==> config.mk <==
export PLATFORM = sky130hd
export DESIGN_NAME = decode_rv
export DESIGN_NICKNAME = d
export VERILOG_FILES = /design/src/rtl/decode_rv_pkg.sv /design/src/rtl/decode_rv_imm.sv /design/src/rtl/decode_rv.sv
export SDC_FILE = /design/constraint.sdc
export NUM_CORES = 1
export LEC_CHECK = 0
export BUFFER_PORTS_ARGS = -buffer_cell sky130_fd_sc_hd__buf_2
export CAP_MARGIN = 20
export CORE_MARGIN = 5
export CORE_UTILIZATION = 50
export CTS_BUF_LIST = sky130_fd_sc_hd__clkbuf_8
export DETAILED_ROUTE_END_ITERATION = 8
export GPL_TIMING_DRIVEN = 0
export PLACE_DENSITY = 0.84
export SLEW_MARGIN = 20
export SYNTH_ARGS = -nofsm -noshare
export SYNTH_HDL_FRONTEND = slang
export SYNTH_SLANG_ARGS = --single-unit
==> constraint.sdc <==
create_clock -name clk_i -period 5 [get_ports clk_i]
set_input_delay 0.75 -clock clk_i [delete_from_list [all_inputs] [get_ports clk_i]]
set_output_delay 0.75 -clock clk_i [all_outputs]
set_load 0.02 [all_outputs]
==> src/rtl/decode_rv_pkg.sv <==
// Shared types for the RV32I decode stage: opcodes, op classes, immediate
// formats and the registered bundle handed to execute.
package decode_rv_pkg;

  localparam logic [6:0] OPC_LUI    = 7'b0110111;
  localparam logic [6:0] OPC_AUIPC  = 7'b0010111;
  localparam logic [6:0] OPC_JAL    = 7'b1101111;
  localparam logic [6:0] OPC_JALR   = 7'b1100111;
  localparam logic [6:0] OPC_BRANCH = 7'b1100011;
  localparam logic [6:0] OPC_LOAD   = 7'b0000011;
  localparam logic [6:0] OPC_STORE  = 7'b0100011;
  localparam logic [6:0] OPC_OPIMM  = 7'b0010011;
  localparam logic [6:0] OPC_OP     = 7'b0110011;
  localparam logic [6:0] OPC_MISC   = 7'b0001111;
  localparam logic [6:0] OPC_SYSTEM = 7'b1110011;

  // Code 0 is ILLEGAL so a reset bundle never looks like a real instruction.
  typedef enum logic [3:0] {
    OP_ILLEGAL = 4'd0,
    OP_LUI     = 4'd1,
    OP_AUIPC   = 4'd2,
    OP_JAL     = 4'd3,
    OP_JALR    = 4'd4,
    OP_BRANCH  = 4'd5,
    OP_LOAD    = 4'd6,
    OP_STORE   = 4'd7,
    OP_OPIMM   = 4'd8,
    OP_OP      = 4'd9,
    OP_FENCE   = 4'd10,
    OP_FENCEI  = 4'd11,
    OP_SYSTEM  = 4'd12
  } op_class_t;

  typedef enum logic [2:0] {
    IMM_NONE = 3'd0,
    IMM_I    = 3'd1,
    IMM_S    = 3'd2,
    IMM_B    = 3'd3,
    IMM_U    = 3'd4,
    IMM_J    = 3'd5
  } imm_fmt_t;

  typedef enum logic {
    ST_RUN        = 1'b0,
    ST_FENCE_WAIT = 1'b1
  } state_t;

  typedef struct packed {
    logic [31:0] pc;
    op_class_t   op;
    logic [2:0]  funct3;
    logic        alt;
    logic [4:0]  rd;
    logic [4:0]  rs1;
    logic [4:0]  rs2;
    logic        rd_we;
    logic [31:0] imm;
    logic        illegal;
  } decoded_t;

endpackage

==> src/rtl/decode_rv_imm.sv <==
// Combinational immediate assembly: selects and sign-extends the immediate
// field of an RV32I word according to its format.
module decode_rv_imm
  import decode_rv_pkg::*;
(
  input  logic [31:0] i_word,
  input  imm_fmt_t    i_fmt,
  output logic [31:0] o_imm
);

  // Format mux; classes without an immediate yield zero
  always_comb begin
    o_imm = 32'h0;
    case (i_fmt)
      IMM_I: o_imm = {{20{i_word[31]}}, i_word[31:20]};
      IMM_S: o_imm = {{20{i_word[31]}}, i_word[31:25], i_word[11:7]};
      IMM_B: o_imm = {{19{i_word[31]}}, i_word[31], i_word[7], i_word[30:25],
                      i_word[11:8], 1'b0};
      IMM_U: o_imm = {i_word[31:12], 12'h0};
      IMM_J: o_imm = {{11{i_word[31]}}, i_word[31], i_word[19:12], i_word[20],
                      i_word[30:21], 1'b0};
      default: o_imm = 32'h0;
    endcase
  end

endmodule

==> src/rtl/decode_rv.sv <==
// RV32I decode stage: classifies the fetched word, checks legality, drives
// register-file read addresses and holds one decoded bundle for execute.
// A FENCE.I parks the stage until execute redirects with flush_i.
module decode_rv
  import decode_rv_pkg::*;
#(
  parameter int USE_RISCV = 1
) (
  input  logic        clk_i,
  input  logic        rst_ni,
  input  logic [31:0] word_i,
  input  logic [29:0] next_ip_i,
  input  logic        valid_i,
  output logic        ready_o,
  output logic [4:0]  rf_ra1_o,
  output logic [4:0]  rf_ra2_o,
  output logic        valid_o,
  input  logic        ready_i,
  output logic [31:0] pc_o,
  output logic [3:0]  op_o,
  output logic [2:0]  funct3_o,
  output logic        alt_o,
  output logic [4:0]  rd_o,
  output logic [4:0]  rs1_o,
  output logic [4:0]  rs2_o,
  output logic        rd_we_o,
  output logic [31:0] imm_o,
  output logic        illegal_o,
  output logic        fence_i_o,
  input  logic        flush_i
);

  // Only RV32I is decoded; any other setting makes every word illegal.
  localparam bit RV_OK = (USE_RISCV == 1);

  logic        r_valid;
  logic        r_fence;
  decoded_t    r_bundle;
  state_t      r_state;
  state_t      w_state_nxt;
  op_class_t   w_op;
  imm_fmt_t    w_fmt;
  logic        w_we;
  logic        w_alt;
  logic [31:0] w_imm;
  logic [2:0]  w_f3;
  logic [6:0]  w_f7;
  logic        w_acc;
  decoded_t    w_dec;

  assign w_f3  = word_i[14:12];
  assign w_f7  = word_i[31:25];
  assign w_acc = valid_i & ready_o;

  // Class, legality, immediate format and rd write-enable from opcode/funct
  always_comb begin
    w_op  = OP_ILLEGAL;
    w_fmt = IMM_NONE;
    w_we  = 1'b0;
    w_alt = 1'b0;
    if (RV_OK && word_i[1:0] == 2'b11) begin
      case (word_i[6:0])
        OPC_LUI:   begin w_op = OP_LUI;   w_fmt = IMM_U; w_we = 1'b1; end
        OPC_AUIPC: begin w_op = OP_AUIPC; w_fmt = IMM_U; w_we = 1'b1; end
        OPC_JAL:   begin w_op = OP_JAL;   w_fmt = IMM_J; w_we = 1'b1; end
        OPC_JALR:
          if (w_f3 == 3'd0) begin w_op = OP_JALR; w_fmt = IMM_I; w_we = 1'b1; end
        OPC_BRANCH:
          if (w_f3 != 3'd2 && w_f3 != 3'd3) begin w_op = OP_BRANCH; w_fmt = IMM_B; end
        OPC_LOAD:
          if (w_f3 != 3'd3 && w_f3 < 3'd6) begin w_op = OP_LOAD; w_fmt = IMM_I; w_we = 1'b1; end
        OPC_STORE:
          if (w_f3 < 3'd3) begin w_op = OP_STORE; w_fmt = IMM_S; end
        OPC_OPIMM:
          // Shift immediates carry funct7; only SRAI may use 7'h20
          if ((w_f3 == 3'd1) ? (w_f7 == 7'h00) :
              (w_f3 == 3'd5) ? (w_f7 == 7'h00 || w_f7 == 7'h20) : 1'b1) begin
            w_op  = OP_OPIMM;
            w_fmt = IMM_I;
            w_we  = 1'b1;
            w_alt = (w_f3 == 3'd1 || w_f3 == 3'd5) & word_i[30];
          end
        OPC_OP:
          // 7'h20 only selects SUB and SRA
          if (w_f7 == 7'h00 || (w_f7 == 7'h20 && (w_f3 == 3'd0 || w_f3 == 3'd5))) begin
            w_op  = OP_OP;
            w_we  = 1'b1;
            w_alt = word_i[30];
          end
        OPC_MISC:   w_op = (w_f3 == 3'd1) ? OP_FENCEI : OP_FENCE;
        OPC_SYSTEM: begin w_op = OP_SYSTEM; w_we = (w_f3 != 3'd0); end
        default: ;
      endcase
    end
  end

  decode_rv_imm u_imm (
    .i_word (word_i),
    .i_fmt  (w_fmt),
    .o_imm  (w_imm)
  );

  // Pack the decode of word_i into the bundle shape
  always_comb begin
    w_dec         = '0;
    w_dec.pc      = {next_ip_i, 2'b00};
    w_dec.op      = w_op;
    w_dec.funct3  = w_f3;
    w_dec.alt     = w_alt;
    w_dec.rd      = word_i[11:7];
    w_dec.rs1     = word_i[19:15];
    w_dec.rs2     = word_i[24:20];
    w_dec.rd_we   = w_we & (word_i[11:7] != 5'd0);
    w_dec.imm     = w_imm;
    w_dec.illegal = (w_op == OP_ILLEGAL);
  end

  // FSM state register
  always_ff @(posedge clk_i or negedge rst_ni) begin
    if (!rst_ni) r_state <= ST_RUN;
    else         r_state <= w_state_nxt;
  end

  // FSM next state: a FENCE.I parks us until execute redirects
  always_comb begin
    w_state_nxt = r_state;
    if (flush_i)                          w_state_nxt = ST_RUN;
    else if (w_acc && w_op == OP_FENCEI)  w_state_nxt = ST_FENCE_WAIT;
  end

  // FSM outputs: handshake ready; flush cycles always swallow the offered word
  always_comb begin
    ready_o = flush_i | ((~r_valid | ready_i) & (r_state == ST_RUN));
  end

  // Bundle register, valid bit and one-shot FENCE.I pulse; flush wins over accept
  always_ff @(posedge clk_i or negedge rst_ni) begin
    if (!rst_ni) begin
      r_valid  <= 1'b0;
      r_fence  <= 1'b0;
      r_bundle <= '0;
    end else begin
      r_fence <= 1'b0;
      if (flush_i) begin
        r_valid <= 1'b0;
      end else if (w_acc) begin
        r_bundle <= w_dec;
        r_valid  <= 1'b1;
        r_fence  <= (w_op == OP_FENCEI);
      end else if (ready_i & r_valid) begin
        r_valid <= 1'b0;
      end
    end
  end

  // RF read addresses track the word being accepted so read data lines up
  // with the bundle next cycle; otherwise keep re-reading the held sources
  always_comb begin
    rf_ra1_o = w_acc ? word_i[19:15] : r_bundle.rs1;
    rf_ra2_o = w_acc ? word_i[24:20] : r_bundle.rs2;
  end

  assign valid_o   = r_valid;
  assign fence_i_o = r_fence;
  assign pc_o      = r_bundle.pc;
  assign op_o      = r_bundle.op;
  assign funct3_o  = r_bundle.funct3;
  assign alt_o     = r_bundle.alt;
  assign rd_o      = r_bundle.rd;
  assign rs1_o     = r_bundle.rs1;
  assign rs2_o     = r_bundle.rs2;
  assign rd_we_o   = r_bundle.rd_we;
  assign imm_o     = r_bundle.imm;
  assign illegal_o = r_bundle.illegal;

endmodule

=== Yosys cells after proc, flatten, opt, wreduce, memory -nomap -nowiden ===
Cells that the tools add are included.
Widths: inputs -> output; s select.

* Bits in registers: 90
* Output and inout bits: 102

* $lt $le $gt $ge: 2
* Equality and inequality tests: 23
* Muxes and demuxes: 38
* Bitwise gates (word level): 10
* Reductions and logical operators: 18

{| class="wikitable"
|+ Operators by type and width
! kind !! number
|-
| $pmux 32 s5 || 1
|-
| $pmux 4 s11 || 1
|-
| $eq 7x6->1 const B || 4
|-
| $eq 7x7->1 const B || 4
|-
| $mux 1 || 21
|-
| $pmux 3 s7 || 1
|-
| $mux 3 || 5
|-
| $eq 7x5->1 const B || 2
|-
| $mux 4 || 3
|-
| $mux 5 || 2
|-
| $eq 3x3->1 const B || 3
|-
| $eq 7x2->1 const B || 1
|-
| $eq 7x4->1 const B || 1
|-
| $logic_not 7->1 || 1
|-
| $eq 3x1->1 const B || 2
|-
| $eq 3x2->1 const B || 2
|-
| $ne 3x2->1 const B || 2
|-
| $pmux 1 s6 || 1
|-
| $reduce_bool 3->1 || 2
|-
| $and 1x1->1 || 5
|-
| $reduce_bool 5->1 || 1
|-
| $eq 4x4->1 const B || 1
|-
| $logic_and 1x1->1 || 4
|-
| $logic_not 4->1 || 1
|-
| other kinds (13) || 20
|}

=== Depth between registers and ports, before layout ===
Gate-level depths: netlist of run 1.

* Depth in word-level cells: 11
* Depth in mapped cells: 10
* Gate-level depth less buffers: 6

=== By module ===
A second synthesis of run 1 with hierarchy kept.

* Cell total of the unflattened synthesis: 351
* Area, all modules: 4361.7 um^2

{| class="wikitable"
|+ By module, submodules not included
! module !! times used !! cells each !! area each (um^2)
|-
| decode_rv || 1 || 285 || 3971.3
|-
| decode_rv_imm || 1 || 66 || 390.4
|}

=== Worst setup path before layout of run 1 ===
Ideal clock, no wire load.

* Path kind: input port to output port
* From: in ready_i
* To: out rf_ra1_o[0]
* Arrival time: 2.226 ns
* Data required time: 4.250 ns
* Setup slack: 2.024 ns
* Stages: 6
* Path buffers: 1
* Path through: nand2b_1 nor2b_1 or2_2 nand2_1 clkbuf_1 mux2_2

* Word-level cells in the longest chain between the ends: 5

{| class="wikitable"
|+ RTL lines
! what !! RTL line !! RTL
|-
| from (decl) || decode_rv.sv:18 || <nowiki>input logic ready_i,</nowiki>
|-
| $or 1x1->1 || decode_rv.sv:133 || <nowiki>ready_o = flush_i | ((~r_valid | ready_i) & (r_state == ST_RUN));</nowiki>
|-
| $and 1x1->1 || decode_rv.sv:133 ||
|-
| $or 1x1->1 || decode_rv.sv:133 ||
|-
| named net ready_o || decode_rv.sv:14 || <nowiki>output logic ready_o,</nowiki>
|-
| $and 1x1->1 || decode_rv.sv:53 || <nowiki>assign w_acc = valid_i & ready_o;</nowiki>
|-
| $mux 5 || decode_rv.sv:159 || <nowiki>rf_ra1_o = w_acc ? word_i[19:15] : r_bundle.rs1;</nowiki>
|-
| to (decl) || decode_rv.sv:15 || <nowiki>output logic [4:0] rf_ra1_o,</nowiki>
|}

The timed path passes the listed nets, and every way through them passes these cells.

=== Worst setup path after layout of run 1 ===
* From: in ready_i
* To: out rf_ra2_o[2]

* Word-level cells in the longest chain between the ends: 5

{| class="wikitable"
|+ RTL lines
! what !! RTL line !! RTL
|-
| $or 1x1->1 || decode_rv.sv:133 ||
|-
| $and 1x1->1 || decode_rv.sv:133 ||
|-
| $or 1x1->1 || decode_rv.sv:133 ||
|-
| $and 1x1->1 || decode_rv.sv:53 ||
|-
| $mux 5 || decode_rv.sv:160 || <nowiki>rf_ra2_o = w_acc ? word_i[24:20] : r_bundle.rs2;</nowiki>
|-
| to (decl) || decode_rv.sv:16 || <nowiki>output logic [4:0] rf_ra2_o,</nowiki>
|}

No other way between the ends.

==> results of run 1 <==
## worst max path at each step
stage | from | endpoint | slack, ps
2_1_floorplan | ready_i | rf_ra1_o[0] | 2020
6_report | ready_i | rf_ra2_o[2] | 1700
5_1_grt | ready_i | rf_ra1_o[1] | 1590
3_3_place_gp | ready_i | rf_ra2_o[0] | 1710
3_5_place_dp | ready_i | rf_ra2_o[2] | 1690
4_1_cts | ready_i | rf_ra2_o[2] | 1690
## registers in the layout, indices dropped and copies added (netlist names)
signal,count
imm_o,32
pc_o,30
rd_o,5
rs1_o,5
rs2_o,5
op_o,4
funct3_o,3
alt_o,1
fence_i_o,1
illegal_o,1
r_state,1
rd_we_o,1
valid_o,1
## power by group through the flow
| stage | sequential [mW] | combinational [mW] | clock [mW] |
|---|---|---|---|
| floorplan | 0.934 | 0.143 | 0 |
| finish | 0.834 | 0.403 | 0.541 |
| global placement | 0.844 | 0.395 | 0 |
| global route | 0.843 | 0.438 | 0.583 |
| detailed placement | 0.848 | 0.405 | 0 |
| CTS | 0.834 | 0.406 | 0.550 |
## routing by layer
metal | vias up | global-route usage [%]
li1 | 1942 | -
met1 | 1942 | 32.9
met2 | 189 | 39.9
met3 | 38 | 5.32
met4 | 0 | 10.9
met5 | - | 0
## worst reg2reg max path, stage by stage, from the launching register on
cell      delay [ps]
dfrtp_1          390
nand2b_1          80
nor2b_1          200
nand3_1          290
a41oi_1          740
nand2_2          300
nand3_1          160
## kinds of logic (layout without fill, tap and decap cells)
family          Yosys count  in the layout
xor+xnor                  2              2
other cells               1              2
simple gates            252            252
compound gates           78             78
mux                      11             11
flops                    90             90
buf+inv                  40            217
## synth_stat cells (all sizes together) (5+ instances only)
master   instances  area share, %
nand2          189             17
dfrtp           90             53
o21ai           25            3.1
clkbuf          24            2.1
nand3           20            2.4
buf             12            2.1
nor3            12            1.4
a31oi           11            1.6
mux2            11            2.9
a22o             7            1.4
nor2             7           0.62
a21oi            5           0.59
a2bb2oi          5            1.0
nand2b           5           0.74
## through the flow
| stage | area (sq um) | worst slack, ps |
|---|---|---|
| global route | 5430 | 1590 |
| finish | 5430 | 1700 |
| CTS | 5430 | 1690 |
| floorplan | 4260 | 2020 |
| detailed placement | 5220 | 1690 |
| global placement | 5190 | 1710 |
## cell type report
class                           instances  share of cell area, %
Inverter                                4                  0.276
Tap cell                              105                   2.42
Buffer                                 36                   3.32
Timing Repair Buffer                  162                   15.2
Multi-Input combinational cell        345                   33.3
Sequential cell                        90                   41.5
Clock inverter                          5                   1.45
Clock buffer                           10                   2.53
==> impl_metrics.json, run 1 <==
{
  "htree_levels": 3,
  "worst_pin_slew_ps": 834,
  "final_nets": 715,
  "powerDensity_nw_per_um2": 327,
  "fillers": 744,
  "power.share.clock_pct": 30.4,
  "worstSetupStartpointType": "input pin",
  "p_leak_nw": 2.94,
  "cts_tree": "yes",
  "cp.depth": 8,
  "highest_layer": "met4",
  "syn_avg_cell_area_sq_um": 8.97,
  "max_cap_violations": 0,
  "slowest_stage": "clkbuf_1",
  "ir_drop_mv": 0.182,
  "p_int_mw": 1.22,
  "drt-met1-wl_mm": 5.22,
  "synth_compound_area_share_pct": 13.9,
  "fmax_mhz": 303,
  "numCtsBuffers": 9,
  "worstPathMaxFanout": 10,
  "grt_pass1_wl_mm": 20.3,
  "clk_latency_ps": 350,
  "fin_skew_ps": 10.2,
  "synth_xor_area_share_pct": 0.412,
  "timing.hold.ws_ps": 436,
  "gp_congestion": 0.965,
  "synth-seq-cells": 90,
  "slew_headroom_pct": 43.6,
  "yosys.area_share.simple_pct": 25.1,
  "ys_seq_area_share_pct": 53.0,
  "yosys_most_used_dff": "dfrtp_1",
  "r2r-end": "imm_o[17]$_DFFE_PN0P_",
  "die_h_um": 102,
  "finish.utilization_pct": 65.8,
  "ctsResizeCount": 0,
  "syn-instance-count": 474,
  "critPathTopFamily": "buffers and inverters",
  "drtIter0Drc": 222,
  "antenna_found_initial": 0,
  "grt_max_degree": 57,
  "coreArea_sq_um": 8260,
  "synth_top_family_by_area": "simple AND/OR/NAND/NOR gates",
  "cpPeakStageDelay_ps": 460,
  "gr-usage-all-layers_pct": 24.9,
  "critPathRequiredTime_ps": 4250,
  "drive_above_1_share_pct": 32.5,
  "r2r-start": "valid_o$_DFFE_PN0P_",
  "n_antenna_cell": 0,
  "reg2regPathDepth": 6,
  "async_reset_ff_share_pct": 100,
  "rsz0062_at_grt": "false",
  "status": "finished, final reports clean",
  "die_x_um": 102,
  "wl_mm": 12.9,
  "setup_viol_count_final": 0,
  "dr.pass1.iters": 5,
  "clkTransAtPathRegs_ps": 90,
  "layout_common_cells": "nand2_1, buf_2, dfrtp_1",
  "grt_overflow": 0,
  "slew_violations": 0,
  "cts_hold_buf": 0,
  "rrSetupSlack_ps": 2760,
  "p_comb_share_pct": 22.7,
  "placed_cells": 742,
  "crit_chain": "buf_2 -> nand2b_1 -> nor2b_1 -> or2_2 -> nand2_1 -> clkbuf_1 -> mux2_2 -> buf_2",
  "cp_num_buf_inv": 3,
  "antenna_left": 0,
  "grt_pass1_vias": 4151,
  "final_cells": 757,
  "cts_max_path_buffers": 2,
  "via_per_inst": 5.43,
  "hold_class": "in -> async",
  "die_area_sq_um": 10500,
  "critPathKind": "in -> out",
  "ys.warnings.count": 0,
  "p_sw_uw": 555,
  "ios": 169,
  "hold_violations": 0,
  "synth-edff-count": 0,
  "cts_root_buf": "clkbuf_8",
  "multi_input_area_sq_um": 1810,
  "p_total_mw": 1.78,
  "final_common_cell": "nand2_1",
  "seq_area_sq_um": 2250,
  "wl_per_cell_um": 17.0,
  "route.met3.wl_mm": 1.02,
  "num_rows": 33,
  "synthAdderAreaFrac_pct": 0,
  "portBuffers": 161,
  "muxShareOfSynthArea_pct": 2.91,
  "power_frac_seq_pct": 46.9,
  "clkSinkCount": 90,
  "postCtsSetupRepairBufs": 0,
  "place_hpwl_mm": 9.80,
  "syn_to_final_growth_pct": 27.7,
  "start_util_pct": 51.5,
  "period_needed_ps": 3300,
  "critPathCaptureType": "output pin",
  "synthDistinctLibCells": 48,
  "drc_errors": 0,
  "vias": 4111,
  "fin_setup_tns_ps": 0,
  "wl_met2_mm": 6.18,
  "syn_area_sq_um": 4250,
  "cp.arrival_ps": 2550,
  "crit_top_cell": "buf_2",
  "finalCritPeriodShare_pct": 66.1,
  "p_sw_share_pct": 31.2
}
(Power assumes the default switching activity.)
==> run 2, diff against run 1 <==
Settings changed: CORE_UTILIZATION 50 to 45, PLACE_DENSITY 0.84 to 0.8.
Clock period 5 ns to 3 ns, I/O delays scaled along.
==> impl_metrics.json, run 2 (synthesis gave the netlist of run 1 again) <==
{
  "worstSetupStartpointType": "register",
  "ctsResizeCount": 0,
  "die_area_sq_um": 11500,
  "clkTransAtPathRegs_ps": 90,
  "slowest_stage": "clkbuf_1",
  "die_x_um": 107,
  "antenna_left": 0,
  "dr.pass1.iters": 4,
  "layout_common_cells": "nand2_1, buf_2, dfrtp_1",
  "fin_skew_ps": 11.2,
  "fmax_mhz": 357,
  "antenna_found_initial": 0,
  "critPathTopFamily": "buffers and inverters",
  "p_leak_nw": 2.94,
  "syn_to_final_growth_pct": 28.9,
  "cts_hold_buf": 0,
  "finalCritPeriodShare_pct": 93.3,
  "grt_pass1_wl_mm": 20.9,
  "wl_per_cell_um": 16.9,
  "cpPeakStageDelay_ps": 470,
  "gr-usage-all-layers_pct": 23.0,
  "setup_viol_count_final": 0,
  "pre_cts_ws_ps": 263,
  "final_cells": 782,
  "period_needed_ps": 2800,
  "status": "finished, final reports clean",
  "cts_tree": "yes",
  "slew_headroom_pct": 42.9,
  "fin_setup_tns_ps": 0,
  "ios": 169,
  "portBuffers": 161,
  "worstPathMaxFanout": 10,
  "max_cap_violations": 0,
  "coreArea_sq_um": 9240,
  "clk_latency_ps": 360,
  "die_h_um": 107,
  "clkSinkCount": 90,
  "setup_slack_ps": 200,
  "cp.arrival_ps": 2350,
  "start_util_pct": 46.0,
  "crit_chain": "nand2b_1 -> nor2b_1 -> or2_2 -> nand2_1 -> clkbuf_1 -> mux2_2 -> buf_2",
  "cts_root_buf": "clkbuf_8",
  "slew_violations": 0,
  "drive_above_1_share_pct": 32.6,
  "final_nets": 715,
  "gp_congestion": 0.909,
  "powerDensity_nw_per_um2": 547,
  "grt_max_degree": 50,
  "n_antenna_cell": 0,
  "hold_class": "in -> async",
  "critPathRequiredTime_ps": 2550,
  "vias": 4111,
  "grt_pass1_vias": 4099,
  "critPathKind": "reg -> out",
  "drtIter0Drc": 257,
  "rsz0062_at_grt": "false",
  "worst_pin_slew_ps": 845,
  "drc_errors": 0,
  "place_hpwl_mm": 10.2,
  "finish.utilization_pct": 59.3,
  "via_per_inst": 5.26,
  "cp_num_buf_inv": 2,
  "placed_cells": 766,
  "ir_drop_mv": 0.346,
  "largest_reg_flops": 32,
  "grt_overflow": 0,
  "htree_levels": 3,
  "critPathCaptureType": "output pin",
  "p_total_mw": 3.00,
  "cts_max_path_buffers": 2,
  "num_rows": 35,
  "final_common_cell": "nand2_1",
  "postCtsSetupRepairBufs": 0,
  "numCtsBuffers": 9,
  "wl_mm": 13.2,
  "hold_violations": 0
}
run 2: cell types whose count changed in the layout (fill, tap and decap cells not counted), sizes merged:
cell      before  now
inv            4    5
clkinv         3    1
clkinvlp       0    2
run 2: stage by stage:
step                      hold WS (ps)  cell area (sq um)
after floorplan                    154               4260
after global placement             448               5220
after detailed placement           458               5250
after CTS                         92.0               5480
after global routing               118               5480
final                             84.4               5480
run 2: worst paths after layout:
kind / start / end / slack, ps / cells after the start
worst max-delay path: valid_o$_DFFE_PN0P_ / rf_ra2_o[0] / 200 / 7
max in group asynchronous: rst_ni / pc_o[12]$_DFFE_PN0P_ / 2280 / 2
worst min register to register: alt_o$_DFFE_PN0P_ / alt_o$_DFFE_PN0P_ / 480 / 2
worst min-delay path: rst_ni / imm_o[29]$_DFFE_PN0P_ / 80 / 1
worst max register to register: valid_o$_DFFE_PN0P_ / imm_o[13]$_DFFE_PN0P_ / 860 / 6
min in group clk_i: flush_i / valid_o$_DFFE_PN0P_ / 260 / 2
run 2: final cells by class:
class	instances	area, sq um
buffer	36	180
inverter	4	15.0
tap	129	161
multi-input combinational	345	1810
clock buffer	10	138
fill	804	3760
sequential	90	2250
timing repair buffer	162	836
clock inverter	6	88.8
run 2: power breakdown:
| part | switching [mW] | total [mW] | internal (mW) | leakage [nW] |
|---|---|---|---|---|
| Sequential | 0.0629 | 1.39 | 1.33 | 1.17 |
| Clock | 0.439 | 0.933 | 0.494 | 0.109 |
| Combinational | 0.450 | 0.676 | 0.226 | 1.66 |
| Total | 0.952 | 3.00 | 2.05 | 2.94 |
run 2: metal layers:
layer	GRT usage, %	wire, um	vias to the layer above
li1	-	-	1939
met1	29.4	5410	1989
met2	38.6	6620	163
met3	4.82	909	20
met4	8.13	305	0
met5	0	0	-
